**src/rtl/sram_row_ctrl.sv**
```systemverilog
// Request sequencer for a 32-bit-wide SRAM row array: precharge, word line, sense, respond.
// Every array control and response output is a flop, so no request input reaches an output directly.
module sram_row_ctrl #(
  parameter int unsigned AddrW     = 4,
  parameter int unsigned Rows      = 16,
  parameter int unsigned PreCycles = 1,
  parameter int unsigned WlCycles  = 2
) (
  input  logic             clk_i,
  input  logic             rst_ni,
  input  logic             req_valid_i,
  output logic             req_ready_o,
  input  logic             req_we_i,
  input  logic [AddrW-1:0] req_addr_i,
  input  logic [31:0]      req_wdata_i,
  output logic             rsp_valid_o,
  output logic             rsp_err_o,
  output logic [31:0]      rsp_rdata_o,
  output logic [Rows-1:0]  wl_o,
  output logic             precharge_o,
  output logic             bl_drive_o,
  output logic [31:0]      bl_wdata_o,
  output logic             sense_en_o,
  input  logic [31:0]      bl_rdata_i
);

  localparam int unsigned CntMax = (PreCycles > WlCycles) ? PreCycles : WlCycles;
  localparam int unsigned CntW   = (CntMax > 1) ? $clog2(CntMax) : 1;

  typedef enum logic [2:0] {StIdle, StPre, StWlOn, StSense, StResp} state_e;

  state_e             state_q, state_d;
  logic [CntW-1:0]    cnt_q, cnt_d;
  logic               we_q, we_d;
  logic [AddrW-1:0]   addr_q, addr_d;
  logic [31:0]        wdata_q, wdata_d;
  logic               err_q, err_d;

  logic               req_ready_q, rsp_valid_q, rsp_err_q;
  logic [31:0]        rsp_rdata_q;
  logic [Rows-1:0]    wl_q;
  logic               precharge_q, bl_drive_q, sense_en_q;
  logic [31:0]        bl_wdata_q;

  logic accept, req_err;

  assign accept  = (state_q == StIdle) && req_ready_q && req_valid_i;
  assign req_err = 32'(req_addr_i) >= Rows;

  function automatic logic [Rows-1:0] row_decode(input logic [AddrW-1:0] a);
    logic [Rows-1:0] d;
    for (int unsigned i = 0; i < Rows; i++) begin
      d[i] = (32'(a) == i);
    end
    return d;
  endfunction

  always_comb begin
    state_d = state_q;
    cnt_d   = cnt_q;
    we_d    = we_q;
    addr_d  = addr_q;
    wdata_d = wdata_q;
    err_d   = err_q;
    unique case (state_q)
      StIdle: begin
        if (accept) begin
          we_d    = req_we_i;
          addr_d  = req_addr_i;
          wdata_d = req_wdata_i;
          err_d   = req_err;
          state_d = StPre;
          // Error requests spend one silent cycle in StPre so the response lands one edge later.
          cnt_d   = req_err ? '0 : CntW'(PreCycles - 1);
        end
      end
      StPre: begin
        if (cnt_q == '0) begin
          state_d = err_q ? StResp : StWlOn;
          cnt_d   = CntW'(WlCycles - 1);
        end else begin
          cnt_d = cnt_q - 1'b1;
        end
      end
      StWlOn: begin
        if (cnt_q == '0) begin
          state_d = we_q ? StResp : StSense;
        end else begin
          cnt_d = cnt_q - 1'b1;
        end
      end
      StSense: state_d = StResp;
      StResp:  state_d = StIdle;
      default: state_d = StIdle;
    endcase
  end

  always_ff @(posedge clk_i) begin
    if (!rst_ni) begin
      state_q     <= StIdle;
      cnt_q       <= '0;
      we_q        <= 1'b0;
      addr_q      <= '0;
      wdata_q     <= '0;
      err_q       <= 1'b0;
      req_ready_q <= 1'b0;
      rsp_valid_q <= 1'b0;
      rsp_err_q   <= 1'b0;
      rsp_rdata_q <= '0;
      wl_q        <= '0;
      precharge_q <= 1'b0;
      bl_drive_q  <= 1'b0;
      bl_wdata_q  <= '0;
      sense_en_q  <= 1'b0;
    end else begin
      state_q     <= state_d;
      cnt_q       <= cnt_d;
      we_q        <= we_d;
      addr_q      <= addr_d;
      wdata_q     <= wdata_d;
      err_q       <= err_d;
      // Outputs are registered from the next state so they line up with state_q.
      req_ready_q <= (state_d == StIdle);
      rsp_valid_q <= (state_d == StResp);
      rsp_err_q   <= (state_d == StResp) && err_d;
      precharge_q <= (state_d == StPre) && !err_d;
      wl_q        <= ((state_d == StWlOn) || (state_d == StSense)) ? row_decode(addr_d) : '0;
      bl_drive_q  <= (state_d == StWlOn) && we_d;
      bl_wdata_q  <= ((state_d == StWlOn) && we_d) ? wdata_d : '0;
      sense_en_q  <= (state_d == StSense);
      if (state_q == StSense) begin
        rsp_rdata_q <= bl_rdata_i;
      end
    end
  end

  assign req_ready_o = req_ready_q;
  assign rsp_valid_o = rsp_valid_q;
  assign rsp_err_o   = rsp_err_q;
  assign rsp_rdata_o = rsp_rdata_q;
  assign wl_o        = wl_q;
  assign precharge_o = precharge_q;
  assign bl_drive_o  = bl_drive_q;
  assign bl_wdata_o  = bl_wdata_q;
  assign sense_en_o  = sense_en_q;

endmodule
```
**config.mk**
```make
export PLATFORM = sky130hd
export DESIGN_NAME = sram_row_ctrl
export DESIGN_NICKNAME = d
export VERILOG_FILES = /design/src/rtl/sram_row_ctrl.sv
export SDC_FILE = /design/constraint.sdc
export NUM_CORES = 1
export LEC_CHECK = 0
export ABC_AREA = 1
export ABC_CLOCK_PERIOD_IN_PS = 1500
export CELL_PAD_IN_SITES_DETAIL_PLACEMENT = 0
export CELL_PAD_IN_SITES_GLOBAL_PLACEMENT = 2
export CORE_ASPECT_RATIO = 2
export CORE_UTILIZATION = 25
export DETAILED_ROUTE_END_ITERATION = 8
export GPL_ROUTABILITY_DRIVEN = 0
export PLACE_DENSITY_LB_ADDON = 0.12
export SLEW_MARGIN = 20
export SYNTH_ARGS = -nofsm -noshare
export SYNTH_HDL_FRONTEND = slang
export SYNTH_SLANG_ARGS = --single-unit
export TNS_END_PERCENT = 100
```
**constraint.sdc**
```tcl
create_clock -name clk_i -period 1.5 [get_ports clk_i]
set_input_delay 0.3 -clock clk_i [delete_from_list [all_inputs] [get_ports clk_i]]
set_output_delay 0.3 -clock clk_i [all_outputs]
set_load 0.02 [all_outputs]
```
After elaboration in Yosys (flattened, before gate mapping)
Index checks and enable logic that the tools add are counted.
Word-level totals
  input bits: 72
  word-level logic and storage cells: 71
  output and inout bits: 86
  latch bits: 0
  bits in read-only memories: 0
  bits in writable memories: 0
  register bits after elaboration: 128
  memories: 0
Operators by class
  divide/modulo/power cells: 0
  bitwise gates (word level): 0
  muxes and demuxes: 18
  add/subtract/negate cells: 1
  multipliers: 0
  eq/ne operators: 23
  reductions and logical operators: 14
  order comparisons: 0
  shift operators: 0
Operator list (number)
  $mux W32: 2
  $eq A4 B4 Y1 const B: 8
  $eq A4 B3 Y1 const B: 4
  $mux W3: 5
  $eq A3 B2 Y1 const B: 4
  $pmux W3 S4: 1
  $eq A4 B2 Y1 const B: 2
  $mux W4: 2
  $mux W1: 7
  $eq A3 B1 Y1 const B: 2
  $logic_not A3 Y1: 2
  $reduce_and A2 Y1: 3
  $logic_and A1 B1 Y1: 5
  $eq A4 B1 Y1 const B: 1
  $logic_not A4 Y1: 1
  $eq A3 B3 Y1 const B: 1
  $pmux W1 S3: 1
  $reduce_bool A3 Y1: 1
  $ne A2 B2 Y1 const B: 1
  $logic_not A1 Y1: 1
  $logic_or A1 B1 Y1: 1
  $sub A1 B1 Y1 const B: 1

Longest topological paths before layout
  word-level depth: 8
  depth in mapped cells: 9
  depth with buffers taken out: 9

Worst setup path before layout
OpenSTA, ideal clock, no wires.
  path type: register -> register
  start: register req_ready_q (netlist: req_ready_o)
  end: register bl_wdata_q[11] (netlist: bl_wdata_o[11])
  data arrival time: 1334 ps
  path buffers: 1
  clock period less this slack: 1455 ps
  required time: 1379 ps
  slack: 45 ps
  setup time: 121 ps
  cell stages (with the launch flop): 8
  cell sequence: dfxtp_1 -> nand2_1 -> inv_1 -> nand3_4 -> clkbuf_1 -> or2_1 -> o21ai_0 -> nor2_1
On the way
  cells in the longest elaborated chain, start to end: 7
Ends and longest elaborated chain
  start, declared: line 39  | logic req_ready_q, rsp_valid_q, rsp_err_q;
  start signal, assigned: line 123  | req_ready_q <= (state_d == StIdle);
  $logic_and A1 B1 Y1 (*) (2 in series): line 47  | assign accept = (state_q == StIdle) && req_ready_q && req_valid_i;
  $mux W3: line 67  | if (accept) begin
  $pmux W3 S4: line 65  | unique case (state_q)
  $eq A3 B2 Y1: line 129  | bl_wdata_q <= ((state_d == StWlOn) && we_d) ? wdata_d : '0;
  $logic_and A1 B1 Y1: line 129
  $reduce_and A2 Y1 (no line)
  end signal, assigned: line 129
  end, declared: line 43  | logic [31:0] bl_wdata_q;
Mark *: on every way between the ends. The rest lies on a longest branch, timed or not.
A chain may end at the register's enable or synchronous reset.

Final worst setup path
  start: register state_q[0]
  end: register wl_q[8] (netlist: wl_o[8])
On the way
  cells in the longest elaborated chain, start to end: 8
Ends and longest elaborated chain
  start, declared: line 32  | state_e state_q, state_d;
  start signal, assigned: line 100  | state_q <= StIdle;
  start signal, assigned: line 116  | state_q <= state_d;
  $logic_not A3 Y1: line 47, 65
  $logic_and A1 B1 Y1 (2 in series): line 47
  $mux W3: line 67
  $pmux W3 S4: line 65
  $eq A3 B2 Y1: line 127  | wl_q <= ((state_d == StWlOn) || (state_d == StSense)) ? row_decode(addr_d) : '0;
  $logic_or A1 B1 Y1: line 127
  $reduce_and A2 Y1 (no line)
  end signal, assigned: line 127
  end, declared: line 41  | logic [Rows-1:0] wl_q;
Several ways; a longest one is shown, not always the timed one.

==> impl_metrics.env <==
export IMPL_cp_end_kind="flip-flop"
export IMPL_area_delta_synth_final_pct=61.2
export IMPL_cts_buffers=17
export IMPL_layoutNonFillerInstCount=889
export IMPL_die_y_um=186
export IMPL_final_hold_viol_count=0
export IMPL_clkTransAtPathRegs_ns=0.06
export IMPL_die_x_um=94.1
export IMPL_avgViaCountPerCell=4.20
export IMPL_wl_per_cell_um=13.2
export IMPL_status="finished, final reports clean"
export IMPL_antenna_found_initial=0
export IMPL_drt_initial_drc_count=48
export IMPL_leakage_nw=3.18
export IMPL_final_cell_mix="nor2_1 (150), dfxtp_1 (127), dlygate4sd2_1 (86), clkdlybuf4s50_1 (71), o21ai_0 (46)"
export IMPL_hold_depth=3
export IMPL_min_path_type="in2reg"
export IMPL_drv_cap=0
export IMPL_synthesis_area_mm2=0.00424
export IMPL_grt_pass1_vias=3834
export IMPL_critPathArrivalTime_ns=1.79
export IMPL_mostFrequentLayoutCell="nor2_1"
export IMPL_vias=3734
export IMPL_start_kind="flip-flop"
export IMPL_rr_startpoint="state_q[0]"
export IMPL_skew_ns=0.00917
export IMPL_timing_slew_headroom_pct=80.1
export IMPL_synth_top_cells_by_area="dfxtp_1 (60%), nor2_1 (15%), o21ai_0 (7.0%)"
export IMPL_wl_mm=11.7
export IMPL_slew_viol_final=0
export IMPL_grt_ovfl_total=0
export IMPL_root_buffer="clkbuf_16"
export IMPL_path_max_fanout=5
export IMPL_seq_area_frac_synth_pct=60.4
export IMPL_drc=0
export IMPL_dp_hpwl_mm=7.93
export IMPL_synth_warnings=0
export IMPL_drtPass1Iterations=4
export IMPL_grt_pass1_wl_mm=18.8
export IMPL_io_buffers=157
export IMPL_synth_seq_cells=128
export IMPL_power_density_mw_per_mm2=1420
export IMPL_synthCells=489
export IMPL_setup_viol=0
export IMPL_dieArea_mm2=0.0175
export IMPL_ctsHtreeMaxLevel=4
export IMPL_cts_tree="yes"
export IMPL_track_usage_pct=14.2
export IMPL_placedCellCount=851
export IMPL_num_nets_final=741
export IMPL_worst_hold_slack_ns=0.481
export IMPL_ys_types=26
export IMPL_period_needed_ns=1.44
export IMPL_reg2reg_to="wl_o[8]"
export IMPL_rsz0062_at_grt="yes"
export IMPL_cp_required_ns=1.84
export IMPL_min_to="rsp_rdata_o[21]"
export IMPL_clk_path_buf_depth=2
export IMPL_syn_num_nets=561
export IMPL_finalCritPeriodShare_pct=96.2
export IMPL_synth_top_cell_area_share_pct=60.4
export IMPL_grt_max_degree=43
export IMPL_initial_core_util_pct=25.4
export IMPL_r2r_setup_slack_ns=0.06
export IMPL_syn_area_per_cell_um2=8.67
export IMPL_peakVddDrop_v=0.000851
export IMPL_hold_start="bl_rdata_i[21]"
export IMPL_insertedDiodeCount=0
export IMPL_synth_top_cell_by_area="dfxtp_1"
export IMPL_ff2ff_path_depth=9
export IMPL_drive_above_1_share_pct=15.8
export IMPL_worst_pin_slew_ns=0.299
export IMPL_cts_hold_buf=0
export IMPL_clkSinkCount=128
export IMPL_insertion_delay_ns=0.40
export IMPL_coreArea_mm2=0.0167
export IMPL_ios=158
export IMPL_critical_path_class="reg2reg"
export IMPL_std_cell_rows=67
export IMPL_ant_nets=0
export IMPL_max_freq_mhz=693
export IMPL_power_mw=9.71
==> metrics by stage <==
stage               TNS [ns]  utilization, %  area (um2)  worst slack, ns
CTS                   -0.761            39.8        6640          -0.0432
finish                     0            41.0        6840           0.0577
global route          -0.374            41.0        6840          -0.0372
floorplan                  0               -        4240           0.0448
detailed placement    -25.89            37.0        6170           -0.340
global placement      -25.92            37.0        6170           -0.331
==> critical path, cell delays in order (launching register included) <==
cell and delay, ns:
dfxtp_4 0.36, nor2_4 0.18, nand2_2 0.10, nor2_4 0.14, nor2_4 0.06, buf_6 0.12, nor2_4 0.11, buf_12 0.14
nand2_8 0.07, nor2_2 0.10
==> how the worst max path moves through the flow <==
stage / startpoint / endpoint / slack, ns / depth (start not counted)
after floorplan: req_ready_o / bl_wdata_o[11] / 0.04 / 7
after global placement: req_valid_i / wl_o[15] / -0.33 / 9
after detailed placement: req_valid_i / bl_wdata_o[31] / -0.34 / 8
after CTS: state_q[0] / bl_wdata_o[25] / -0.04 / 6
after global routing: state_q[0] / wl_o[0] / -0.04 / 9
final: state_q[0] / wl_o[8] / 0.06 / 9
==> final cells by class <==
cell class	instances	area (um2)
clock buffers	18	439
clock inverters	14	133
fillers	1714	9850
inverters	25	106
multi-input cells	312	1580
flip-flops and latches	128	2570
well taps	207	259
repair buffers	184	1750
repair inverters	1	8.76
==> Yosys cell counts <==
cell type,instances
o21ai_0,59
dfxtp_1,128
nor3_1,1
inv_1,18
nor2_2,2
o21ai_4,1
clkbuf_2,3
nor2_4,2
o21ai_2,2
nand3_4,2
a21oi_1,1
or2_0,19
o21ai_1,6
nor2_1,164
clkinv_4,1
or2_1,13
clkbuf_1,15
inv_2,5
nand3_1,3
nand4_1,8
clkinv_1,1
nand2_1,20
buf_6,4
buf_4,1
buf_2,1
nand2_2,9
==> routing by layer <==
metal | vias up | GRT usage (%) | wire, um
li1 | 1898 | - | -
met1 | 1712 | 13.9 | 4530
met2 | 112 | 27.4 | 6380
met3 | 12 | 3.46 | 578
met4 | 0 | 6.15 | 253
met5 | - | 0 | 0
==> flip-flops by register name (all words and copies together), names as in the netlist <==
signal and flops:
bl_wdata_o 32, rsp_rdata_o 32, wdata_q 32, wl_o 16, addr_q 4, state_q 3, bl_drive_o 1, cnt_q 1
err_q 1, precharge_o 1, req_ready_o 1, rsp_err_o 1, rsp_valid_o 1, sense_en_o 1, we_q 1
==> power breakdown <==
group / leakage [nW] / internal [mW] / switching, mW
Combinational: 1.87 / 0.840 / 1.12
Sequential: 1.04 / 3.70 / 0.0999
Clock: 0.274 / 2.35 / 1.60
Total: 3.18 / 6.89 / 2.82
==> kinds of logic after synthesis <==
logic type	count (synthesis)	synth area share, %
flops	128	60.4
compound gates	69	8.58
simple gates	243	25.6
buf+inv	49	5.37
==> repair_timing <==
action | in CTS | in global routing
endpoints found under the setup margin | 135 | 83
buffers inserted | 0 | 5
pin swaps | 0 | 6
resized for setup | 89 | 49
gates cloned | 0 | 1
endpoints found under the hold margin | 0 | 0
No activity file was read; power rests on OpenSTA's default activity.
